File: src/rtl/alu_wb_stage.sv
// ALU write-back stage: registers one ALU result per cycle, keeps the
// architectural S/V/Z/C flag register and evaluates branch conditions on it.
module alu_wb_stage #(
  parameter int RW = 3
) (
  input  logic          clk,
  input  logic          rst_n,
  input  logic          in_valid,
  input  logic [19:0]   alu_bus,
  input  logic [RW-1:0] in_rd,
  input  logic          in_we,
  input  logic          in_fupd,
  input  logic          stall,
  input  logic          flush,
  input  logic [2:0]    cond,
  output logic          wb_valid,
  output logic [15:0]   wb_data,
  output logic [RW-1:0] wb_rd,
  output logic          wb_we,
  output logic          flag_s,
  output logic          flag_v,
  output logic          flag_z,
  output logic          flag_c,
  output logic          cond_true
);

  logic          valid_q, valid_d;
  logic [15:0]   data_q, data_d;
  logic [RW-1:0] rd_q, rd_d;
  logic          we_q, we_d;
  // flags_q bit order follows alu_bus[19:16]: {C, Z, V, S}
  logic [3:0]    flags_q, flags_d;

  always_comb begin
    valid_d = valid_q;
    data_d  = data_q;
    rd_d    = rd_q;
    we_d    = we_q;
    flags_d = flags_q;
    if (flush) begin
      valid_d = 1'b0;
    end else if (!stall) begin
      valid_d = in_valid;
      if (in_valid) begin
        data_d = alu_bus[15:0];
        rd_d   = in_rd;
        we_d   = in_we;
        if (in_fupd) begin
          flags_d = alu_bus[19:16];
        end
      end
    end
  end

  always_ff @(posedge clk or negedge rst_n) begin
    if (!rst_n) begin
      valid_q <= 1'b0;
      data_q  <= '0;
      rd_q    <= '0;
      we_q    <= 1'b0;
      flags_q <= '0;
    end else begin
      valid_q <= valid_d;
      data_q  <= data_d;
      rd_q    <= rd_d;
      we_q    <= we_d;
      flags_q <= flags_d;
    end
  end

  assign wb_valid = valid_q;
  assign wb_data  = data_q;
  assign wb_rd    = rd_q;
  assign wb_we    = valid_q & we_q;
  assign flag_s   = flags_q[0];
  assign flag_v   = flags_q[1];
  assign flag_z   = flags_q[2];
  assign flag_c   = flags_q[3];

  always_comb begin
    cond_true = 1'b0;
    unique case (cond)
      3'b000: cond_true = flag_z;
      3'b001: cond_true = ~flag_z;
      3'b010: cond_true = flag_s ^ flag_v;
      3'b011: cond_true = flag_z | (flag_s ^ flag_v);
      3'b100: cond_true = flag_c;
      3'b101: cond_true = ~flag_c;
      3'b110: cond_true = 1'b1;
      3'b111: cond_true = 1'b0;
      default: cond_true = 1'b0;
    endcase
  end

endmodule

File: config.mk
export PLATFORM = sky130hd
export DESIGN_NAME = alu_wb_stage
export DESIGN_NICKNAME = d
export VERILOG_FILES = /design/src/rtl/alu_wb_stage.sv
export SDC_FILE = /design/constraint.sdc
export NUM_CORES = 1
export LEC_CHECK = 0
export CELL_PAD_IN_SITES_DETAIL_PLACEMENT = 1
export CELL_PAD_IN_SITES_GLOBAL_PLACEMENT = 2
export CORE_ASPECT_RATIO = 0.9
export CORE_UTILIZATION = 25
export CTS_CLUSTER_SIZE = 20
export DETAILED_ROUTE_END_ITERATION = 6
export PLACE_DENSITY_LB_ADDON = 0.1
export REMOVE_ABC_BUFFERS = 1
export SYNTH_ARGS = -nofsm -noshare
export SYNTH_HDL_FRONTEND = slang
export SYNTH_SLANG_ARGS = --single-unit
File: constraint.sdc
create_clock -name clk -period 1.9 [get_ports clk]
set_clock_uncertainty 0.15 [all_clocks]
set_input_delay 0.38 -clock clk [delete_from_list [all_inputs] [get_ports clk]]
set_output_delay 0.38 -clock clk [all_outputs]
set_load 0.02 [all_outputs]
==> results of run 1 <==
==> synth_stat cells, drive strengths merged <==
library cell,number,area [µm²]
nor3b,1,18.8
nor2,2,7.51
a2111oi,1,8.76
buf,2,22.5
inv,1,3.75
mux2i,1,10.0
nor3,1,5.00
mux2,24,270
a211oi,1,7.51
nand2,1,6.26
and2,1,6.26
xor2,3,26.3
dfrtp,25,626
==> per-layer routing <==
metal,vias to the layer above,wire (µm)
met5,-,0
met4,0,18
met3,2,154
met2,34,1240
met1,385,967
li1,361,-
==> worst max-delay path, delay by kind of cell, from the launching register on <==
family | cells | cell delay (ns)
compound gates | 2 | 0.29
xor+xnor | 1 | 0.20
buf+inv | 1 | 0.17
flops | 1 | 0.42
==> path summary, 6_finish.rpt <==
kind                       depth (start not counted)  slack [ns]           to
max in group asynchronous                          2        1.02  wb_data[10]
hold reg to reg                                    1        0.36   wb_data[4]
setup / recovery                                   4        0.05    cond_true
setup reg to reg                                   2        0.81   flags_q[1]
hold / removal                                     2        0.34   wb_data[2]
min in group clk                                   1        0.36   wb_data[4]
==> logic make-up (layout without fill, tap and decap cells) <==
family,Yosys count,after routing,share of synthesized area (%)
multiplexers,25,25,27.5
flip-flops,25,25,61.4
AND/OR/NAND/NOR,6,6,4.30
XOR/XNOR,3,3,2.58
buffers and inverters,3,70,2.58
AO/OA/AOI/OAI,2,2,1.60
==> flip-flops by register name, summed over array words and instances (netlist names) <==
register / cells
wb_valid: 1
wb_rd: 3
wb_data: 16
flags_q: 4
we_q: 1
==> repair_timing <==
action                                  CTS  global route
hold endpoints to repair                  0             0
gates cloned                              0             0
pin swaps                                 2             0
gates resized for setup                  13             3
setup buffers                             0             0
endpoints found under the setup margin    4             3
==> power by group through the flow <==
stage	sequential (µW)	combinational (µW)	clock, µW
after global placement	691	593	0
after detailed placement	700	604	0
after CTS	691	595	315
after floorplan	818	127	0
final	692	585	292
after global routing	708	622	335
==> metrics by stage <==
stage                     utilization (%)  hold slack (ns)  total power [µW]
final                                45.9            0.335              1570
after CTS                            45.6            0.341              1600
after global routing                 45.9            0.350              1670
after floorplan                         -          -0.0656               945
after global placement               44.6            0.338              1280
after detailed placement             44.6            0.346              1300
==> area by class of cell <==
cell class / count / share of cell area, %
clock buffer: 4 / 2.57
inverter: 1 / 0.214
multi-input combinational: 36 / 21.7
sequential: 25 / 35.7
tap: 46 / 3.29
timing repair buffer: 65 / 36.5
==> layout by cell type, fill, tap and decap left out <==
master           count
buf_12               1
clkbuf_8             3
mux2i_1              1
a211oi_1             1
nor2_1               2
dfrtp_1             25
buf_4                6
clkdlybuf4s50_1     49
nor3_1               1
xor2_1               2
xor2_2               1
dlygate4sd2_1        6
inv_1                1
nor3b_4              1
mux2_2              24
buf_2                1
a2111oi_2            1
nand2_2              1
and2_1               1
clkbuf_1             1
dlymetal6s2s_1       2
==> impl_metrics.toml, run 1 <==
[global_routing]
met3_usage_pct = 4.35
track_usage_pct = 11.9
grt_max_degree = 26
met2_usage_pct = 21.0
grt_pass1_vias = 837
grt_pass1_wl_um = 4020
busiest_layer = "met2"
grt_overflow = 0
grt_antenna_before_repair = 0
grt.met1_usage_pct = 13.7

[synth]
yosys_warnings = 0
synth-seq-area-share_pct = 61.4
synth_area_um2 = 1020
synth_area_per_cell_um2 = 15.9
synthCells = 64
synth_cell_type_count = 13
synth-seq-cells = 25

[pwr]
irDropWorstVdd_mv = 0.521
comb_power_share_pct = 37.3
internal_power_uw = 1110
switching_share_pct = 28.9
pwr-share-clk_pct = 18.6
leakage_uw = 0.000753
p_switching_uw = 454
p_per_area_nw_per_um2 = 896
power.share.sequential_pct = 44.1

[setup_path]
start_kind = "flip-flop"
worstPathMaxFanout = 2
r2r-start = "flags_q[1]"
worstSetupStartpoint = "flags_q[1]"
slowest_stage = "dfrtp_1"
cp.required_ns = 1.37
end_kind = "primary output"
crit_type = "reg -> out"
max_stage_delay_ns = 0.42
crit_chain = "xor2_2 > a2111oi_2 > a211oi_1 > buf_2"
arrival_ns = 1.32

[floorplan]
io_pins = 59
die_y_um = 62.6
start_util_pct = 26.7
die_x_um = 69.3
rows = 21
die_area_um2 = 4330
core_area_um2 = 3810

[place]
hpwl_um = 1880
gp_congestion = 0.691
place_ws_ns = -0.631
io_buffer_count = 58
dp.cells = 173
dpl-instance-area_um2 = 1700

[sta]
max_slew_margin_pct = 78.4
rsz0062_at_grt = "true"
tns_ns = 0
min_period_ns = 1.85
fin_crit_sh_pct = 97.6
finalSetupViolCount = 0
drv_slew = 0
hold_viol_final = 0
worst_slew_pin_slew_ns = 0.323
timing.final.ws_setup_ns = 0.0453
fmax_mhz = 539

[cells_and_area]
drive_gt1_share_pct = 29.8
fin_nets = 165
design_area_um2 = 1750
final_cells = 177
register_area_um2 = 626
antennaDiodeCount = 0
fillCellCount = 405
multi_input_area_um2 = 380
syn_to_final_growth_pct = 71.9

[cts]
cts_made_buffers = 3
clk_latency_ns = 0.25
cts_max_level = 1
clk_path_buf_depth = 2
clkSinkCount = 25
root_buffer = "clkbuf_8"
cts_tree = "yes"
ctsHoldBuffers = 0
clk_pin_slew_worst_paths_ns = 0.08

[min_path]
hold_path_class = "in -> async"

[drt]
drt_iter0_markers = 12
ant_nets = 0
drc = 0
routed_via_density = 4.42
firstDrtPassIters = 2
vias = 782
wl_per_cell_um = 13.4
drt-total-wl_um = 2380

[outcome]
status = "completed"

[flow_run]
cap_viol_max_count = 0
Power figures use the tool's default switching activity.
==> inputs of run 2 (changes only) <==
==> constraint.sdc (replaced) <==
create_clock -name clk -period 1.9 [get_ports clk]
set_clock_uncertainty 0.15 [all_clocks]
set_input_delay 0.475 -clock clk [delete_from_list [all_inputs] [get_ports clk]]
set_output_delay 0.475 -clock clk [all_outputs]
set_load 0.02 [all_outputs]
==> run 2 against run 1 <==
Compared with the run above: sequential share of layout area fell by 0.33 points; non-clock buffer count rose by 1; largest power group unchanged; clock power rose by 3%; the flow now finishes with violations (negative setup slack); register-to-register slack got worse by 0.08 ns; critical endpoint unchanged; clock-buffer cell count did not move; critical path type unchanged.
==> impl_metrics.toml, run 2 (synthesis results as in run 1) <==
[place]
gp_congestion = 0.692
io_buffer_count = 58
place_ws_ns = -0.811
hpwl_um = 1890

[setup_path]
crit_type = "reg -> out"
crit_chain = "xor2_1 > a2111oi_2 > a211oi_1 > buf_2"
r2r-end = "flags_q[1]"
cp.buffers_inverters = 1
max_stage_delay_ns = 0.40
critPathTopFamily = "flip-flops"
cp.required_ns = 1.27
r2r-start = "flags_q[1]"
slowest_stage = "dfrtp_1"
r2r_slack_ns = 0.73
arrival_ns = 1.39
end_kind = "primary output"
r2r_cells = 3
start_kind = "flip-flop"
cp.depth = 4
worstPathMaxFanout = 2

[cts]
cts_max_level = 1
cts_tree = "yes"
clkSinkCount = 25
ctsHoldBuffers = 0
clk_path_buf_depth = 2
cts_made_buffers = 3
clk_pin_slew_worst_paths_ns = 0.08
root_buffer = "clkbuf_8"
clk_latency_ns = 0.26

[flow_run]
cap_viol_max_count = 0

[sta]
hold-worst-slack_ns = 0.358
hold_viol_final = 0
timing.final.ws_setup_ns = -0.117
min_period_ns = 2.02
fin_crit_sh_pct = 106
finalSetupViolCount = 1
fmax_mhz = 496
worst_slew_pin_slew_ns = 0.320
max_slew_margin_pct = 78.7
drv_slew = 0
rsz0062_at_grt = "true"

[min_path]
hold_path_class = "reg -> reg"
hold_path_startpoint = "wb_data[10]"
min_to = "wb_data[10]"
min_delay_path_depth = 1

[drt]
drt-total-wl_um = 2380
vias = 780
drt_iter0_markers = 2
drc = 0
firstDrtPassIters = 2
ant_nets = 0
routed_via_density = 4.38
wl_per_cell_um = 13.4

[pwr]
irDropWorstVdd_mv = 0.385
leakage_uw = 0.000832
p_per_area_nw_per_um2 = 886

[global_routing]
grt_pass1_wl_um = 4070
grt_overflow = 0
track_usage_pct = 11.9
grt_max_degree = 26
grt_pass1_vias = 875
grt_antenna_before_repair = 0

[floorplan]
io_pins = 59
die_y_um = 62.6
start_util_pct = 26.7
die_area_um2 = 4330
rows = 21
core_area_um2 = 3810
die_x_um = 69.3

[cells_and_area]
final_common_cell = "clkdlybuf4s50_1"
syn_to_final_growth_pct = 73.5
largest_reg_flops = 16
antennaDiodeCount = 0
fin_nets = 166
drive_gt1_share_pct = 29.5
layout_common_cells = "clkdlybuf4s50_1, dfrtp_1, mux2_2"

[outcome]
failed_checks = "negative setup slack"
status = "complete, but fails checks"
## run 2: changes by cell type in the layout (fill, tap and decap cells not counted), sizes merged
cell           previous run  this run
dlymetal6s2s              2         9
clkdlybuf4s50            49        40
dlygate4sd2               6         7
clkdlybuf4s15             0         1
buf                       8         9
## run 2: metrics by stage
stage / cells / total power (µW) / setup TNS (ns) / utilization [%] / area, µm²
floorplan: 62 / 945 / 0 / - / 996
global placement: 173 / 1280 / -3.25 / 44.6 / 1700
detailed placement: 173 / 1310 / -3.99 / 44.6 / 1700
CTS: 177 / 1600 / -0.190 / 45.6 / 1740
global route: 178 / 1660 / -0.201 / 46.4 / 1770
finish: 178 / 1570 / -0.117 / 46.4 / 1770
## run 2: where the power goes
part | internal (µW) | leakage (µW) | switching [µW]
Combinational | 326 | 0.000511 | 255
Clock | 149 | 0.0000228 | 151
Sequential | 632 | 0.000298 | 52.8
Total | 1110 | 0.000832 | 458
## run 2: worst register-to-register path, delay by kind of cell (launching register included)
family                 cells  cell delay, ns
DFF                        1            0.40
buffers and inverters      2            0.27
muxes                      1            0.25
## run 2: what timing repair did
| item | 4_1_cts | 5_1_grt |
|---|---|---|
| pin swaps | 2 | 1 |
| resized for setup | 15 | 10 |
| setup buffers | 0 | 1 |
| setup endpoints to repair | 6 | 10 |
## run 2: area by class of cell
class	count	area, µm²
Clock buffer	4	45.0
Timing Repair Buffer	66	662
Inverter	1	3.75
Sequential cell	25	626
Multi-Input combinational cell	36	373
Tap cell	46	57.6
Fill cell	409	2040
## run 2: how the worst max path moves through the flow
stage | end | slack (ns) | from
after floorplan | cond_true | 0.03 | flags_q[2]
after global placement | cond_true | -0.78 | cond[0]
after detailed placement | cond_true | -0.81 | cond[1]
after CTS | cond_true | -0.19 | flags_q[1]
after global routing | cond_true | -0.20 | flags_q[1]
final | cond_true | -0.12 | flags_q[1]
## run 2: metal layers
| layer | wire length, µm | global-route usage [%] |
|---|---|---|
| met1 | 997 | 14.9 |
| met2 | 1220 | 20.0 |
| met3 | 150 | 4.03 |
| met4 | 15 | 2.30 |
| met5 | 0 | 0 |
==> inputs of run 3 (changes only) <==
--- a/config.mk
+++ b/config.mk
@@ -8,7 +8,7 @@
 export CELL_PAD_IN_SITES_DETAIL_PLACEMENT = 1
 export CELL_PAD_IN_SITES_GLOBAL_PLACEMENT = 2
 export CORE_ASPECT_RATIO = 0.9
-export CORE_UTILIZATION = 25
+export CORE_UTILIZATION = 23
 export CTS_CLUSTER_SIZE = 20
 export DETAILED_ROUTE_END_ITERATION = 6
 export PLACE_DENSITY_LB_ADDON = 0.1
==> constraint.sdc (replaced) <==
create_clock -name clk -period 2 [get_ports clk]
set_clock_uncertainty 0.15 [all_clocks]
set_input_delay 0.5 -clock clk [delete_from_list [all_inputs] [get_ports clk]]
set_output_delay 0.5 -clock clk [all_outputs]
set_load 0.02 [all_outputs]
==> run 3 against run 2 <==
Compared with the run above: the flow still finishes with violations (negative setup slack); register-to-register slack better by 0.20 ns; final cell count up 7.3%; worst setup slack better by 0.058 ns; critical endpoint unchanged; highest routed layer unchanged.
==> impl_metrics.toml, run 3 (synthesis results as in run 1) <==
[place]
dp.cells = 187
io_buffer_count = 58
gp_congestion = 0.665
hpwl_um = 1840
place_ws_ns = -0.800

[cts]
cts_max_level = 1
clk_path_buf_depth = 2
root_buffer = "clkbuf_8"
cts_setup_buffers = 0
clk_latency_ns = 0.26
clkSinkCount = 25
clk_pin_slew_worst_paths_ns = 0.08
ctsHoldBuffers = 0
cts_made_buffers = 3
cts_tree = "yes"

[pwr]
irDropWorstVdd_mv = 0.475
p_per_area_nw_per_um2 = 850
leakage_uw = 0.000742

[sta]
fmax_mhz = 486
fin_crit_sh_pct = 103
worst_slew_pin_slew_ns = 0.327
min_period_ns = 2.06
max_slew_margin_pct = 78.2
timing.final.ws_setup_ns = -0.0591
rsz0062_at_grt = "true"
drv_slew = 0
hold_viol_final = 0
finalSetupViolCount = 1

[drt]
routed_via_density = 4.07
drt_iter0_markers = 13
drt-total-wl_um = 2460
wl_per_cell_um = 12.9
firstDrtPassIters = 2
ant_nets = 0
vias = 778
drc = 0

[flow_run]
cap_viol_max_count = 0

[setup_path]
end_kind = "primary output"
critPathTopFamily = "buffers and inverters"
arrival_ns = 1.41
max_stage_delay_ns = 0.24
worstPathMaxFanout = 3
crit_type = "in -> out"
start_kind = "input pin"
cp.required_ns = 1.35
crit_chain = "clkdlybuf4s15_1 > xor2_1 > nor3_1 > a211oi_1 > buf_2"
slowest_stage = "clkdlybuf4s15_1"
cp.buffers_inverters = 2

[global_routing]
track_usage_pct = 11.4
grt_antenna_before_repair = 0
grt_pass1_vias = 812
grt_max_degree = 26
grt_pass1_wl_um = 4040
grt_overflow = 0

[floorplan]
die_area_um2 = 4700
rows = 22
io_pins = 59
die_x_um = 72.1
core_area_um2 = 4160
start_util_pct = 24.5
die_y_um = 65.1

[outcome]
status = "complete, but fails checks"
failed_checks = "negative setup slack"

[cells_and_area]
fin_nets = 165
fillCellCount = 447
final_common_cell = "clkdlybuf4s50_1"
syn_to_final_growth_pct = 72.6
drive_gt1_share_pct = 29.0
layout_common_cells = "clkdlybuf4s50_1, dfrtp_1, mux2_2"
largest_reg_flops = 16
multi_input_area_um2 = 373
register_area_um2 = 626
antennaDiodeCount = 0
final_cells = 191

[min_path]
hold_path_class = "reg -> reg"
-- run 3: changes by cell type in the layout (fill, tap and decap cells not counted), sizes merged --
cell | previous run | this run
buf | 9 | 8
dlygate4sd2 | 7 | 6
clkdlybuf4s50 | 40 | 49
dlymetal6s2s | 9 | 1
-- run 3: worst paths after layout --
path / slack [ns] / to / cells after the start / from
max: -0.06 / cond_true / 5 / cond[0]
min: 0.36 / wb_rd[1] / 1 / wb_rd[1]
max reg2reg: 0.93 / flags_q[2] / 2 / flags_q[2]
min reg2reg: 0.36 / wb_rd[1] / 1 / wb_rd[1]
max in group asynchronous: 0.99 / wb_data[11] / 2 / rst_n
min in group asynchronous: 0.46 / wb_data[0] / 2 / rst_n
-- run 3: repair_timing --
action / CTS / global route
gates cloned: 0 / 0
endpoints found under the setup margin: 5 / 2
gates resized for setup: 14 / 2
pin swaps: 3 / 1
-- run 3: metal layers --
layer  wire (µm)  share of wire (%)  vias up  track usage (%)
li1            -                  -      356                -
met1         982                 40      386             12.8
met2        1230                 50       34             19.6
met3         231                9.4        2             5.06
met4          13               0.53        0             2.94
met5           0                  0        -                0
-- run 3: through the flow --
step / total power (µW) / hold slack (ns) / utilization, % / area, µm² / setup TNS [ns]
2_1_floorplan: 897 / 0.0544 / - / 996 / 0
3_3_place_gp: 1220 / 0.336 / 41.3 / 1720 / -1.81
3_5_place_dp: 1240 / 0.349 / 41.3 / 1720 / -2.37
4_1_cts: 1530 / 0.366 / 42.2 / 1750 / -0.126
5_1_grt: 1580 / 0.380 / 42.3 / 1760 / -0.141
6_report: 1490 / 0.361 / 42.3 / 1760 / -0.0591
-- run 3: final cells by class --
type	instances	area share, %
multi-input cells	36	21.2
inverters	1	0.214
repair buffers	65	36.2
clock buffers	4	2.56
well taps	60	4.27
flip-flops and latches	25	35.6
-- run 3: where the power goes --
group / internal, µW / leakage (µW) / switching [µW]
Sequential: 601 / 0.000298 / 51.1
Clock: 142 / 0.0000228 / 149
Combinational: 312 / 0.000421 / 240
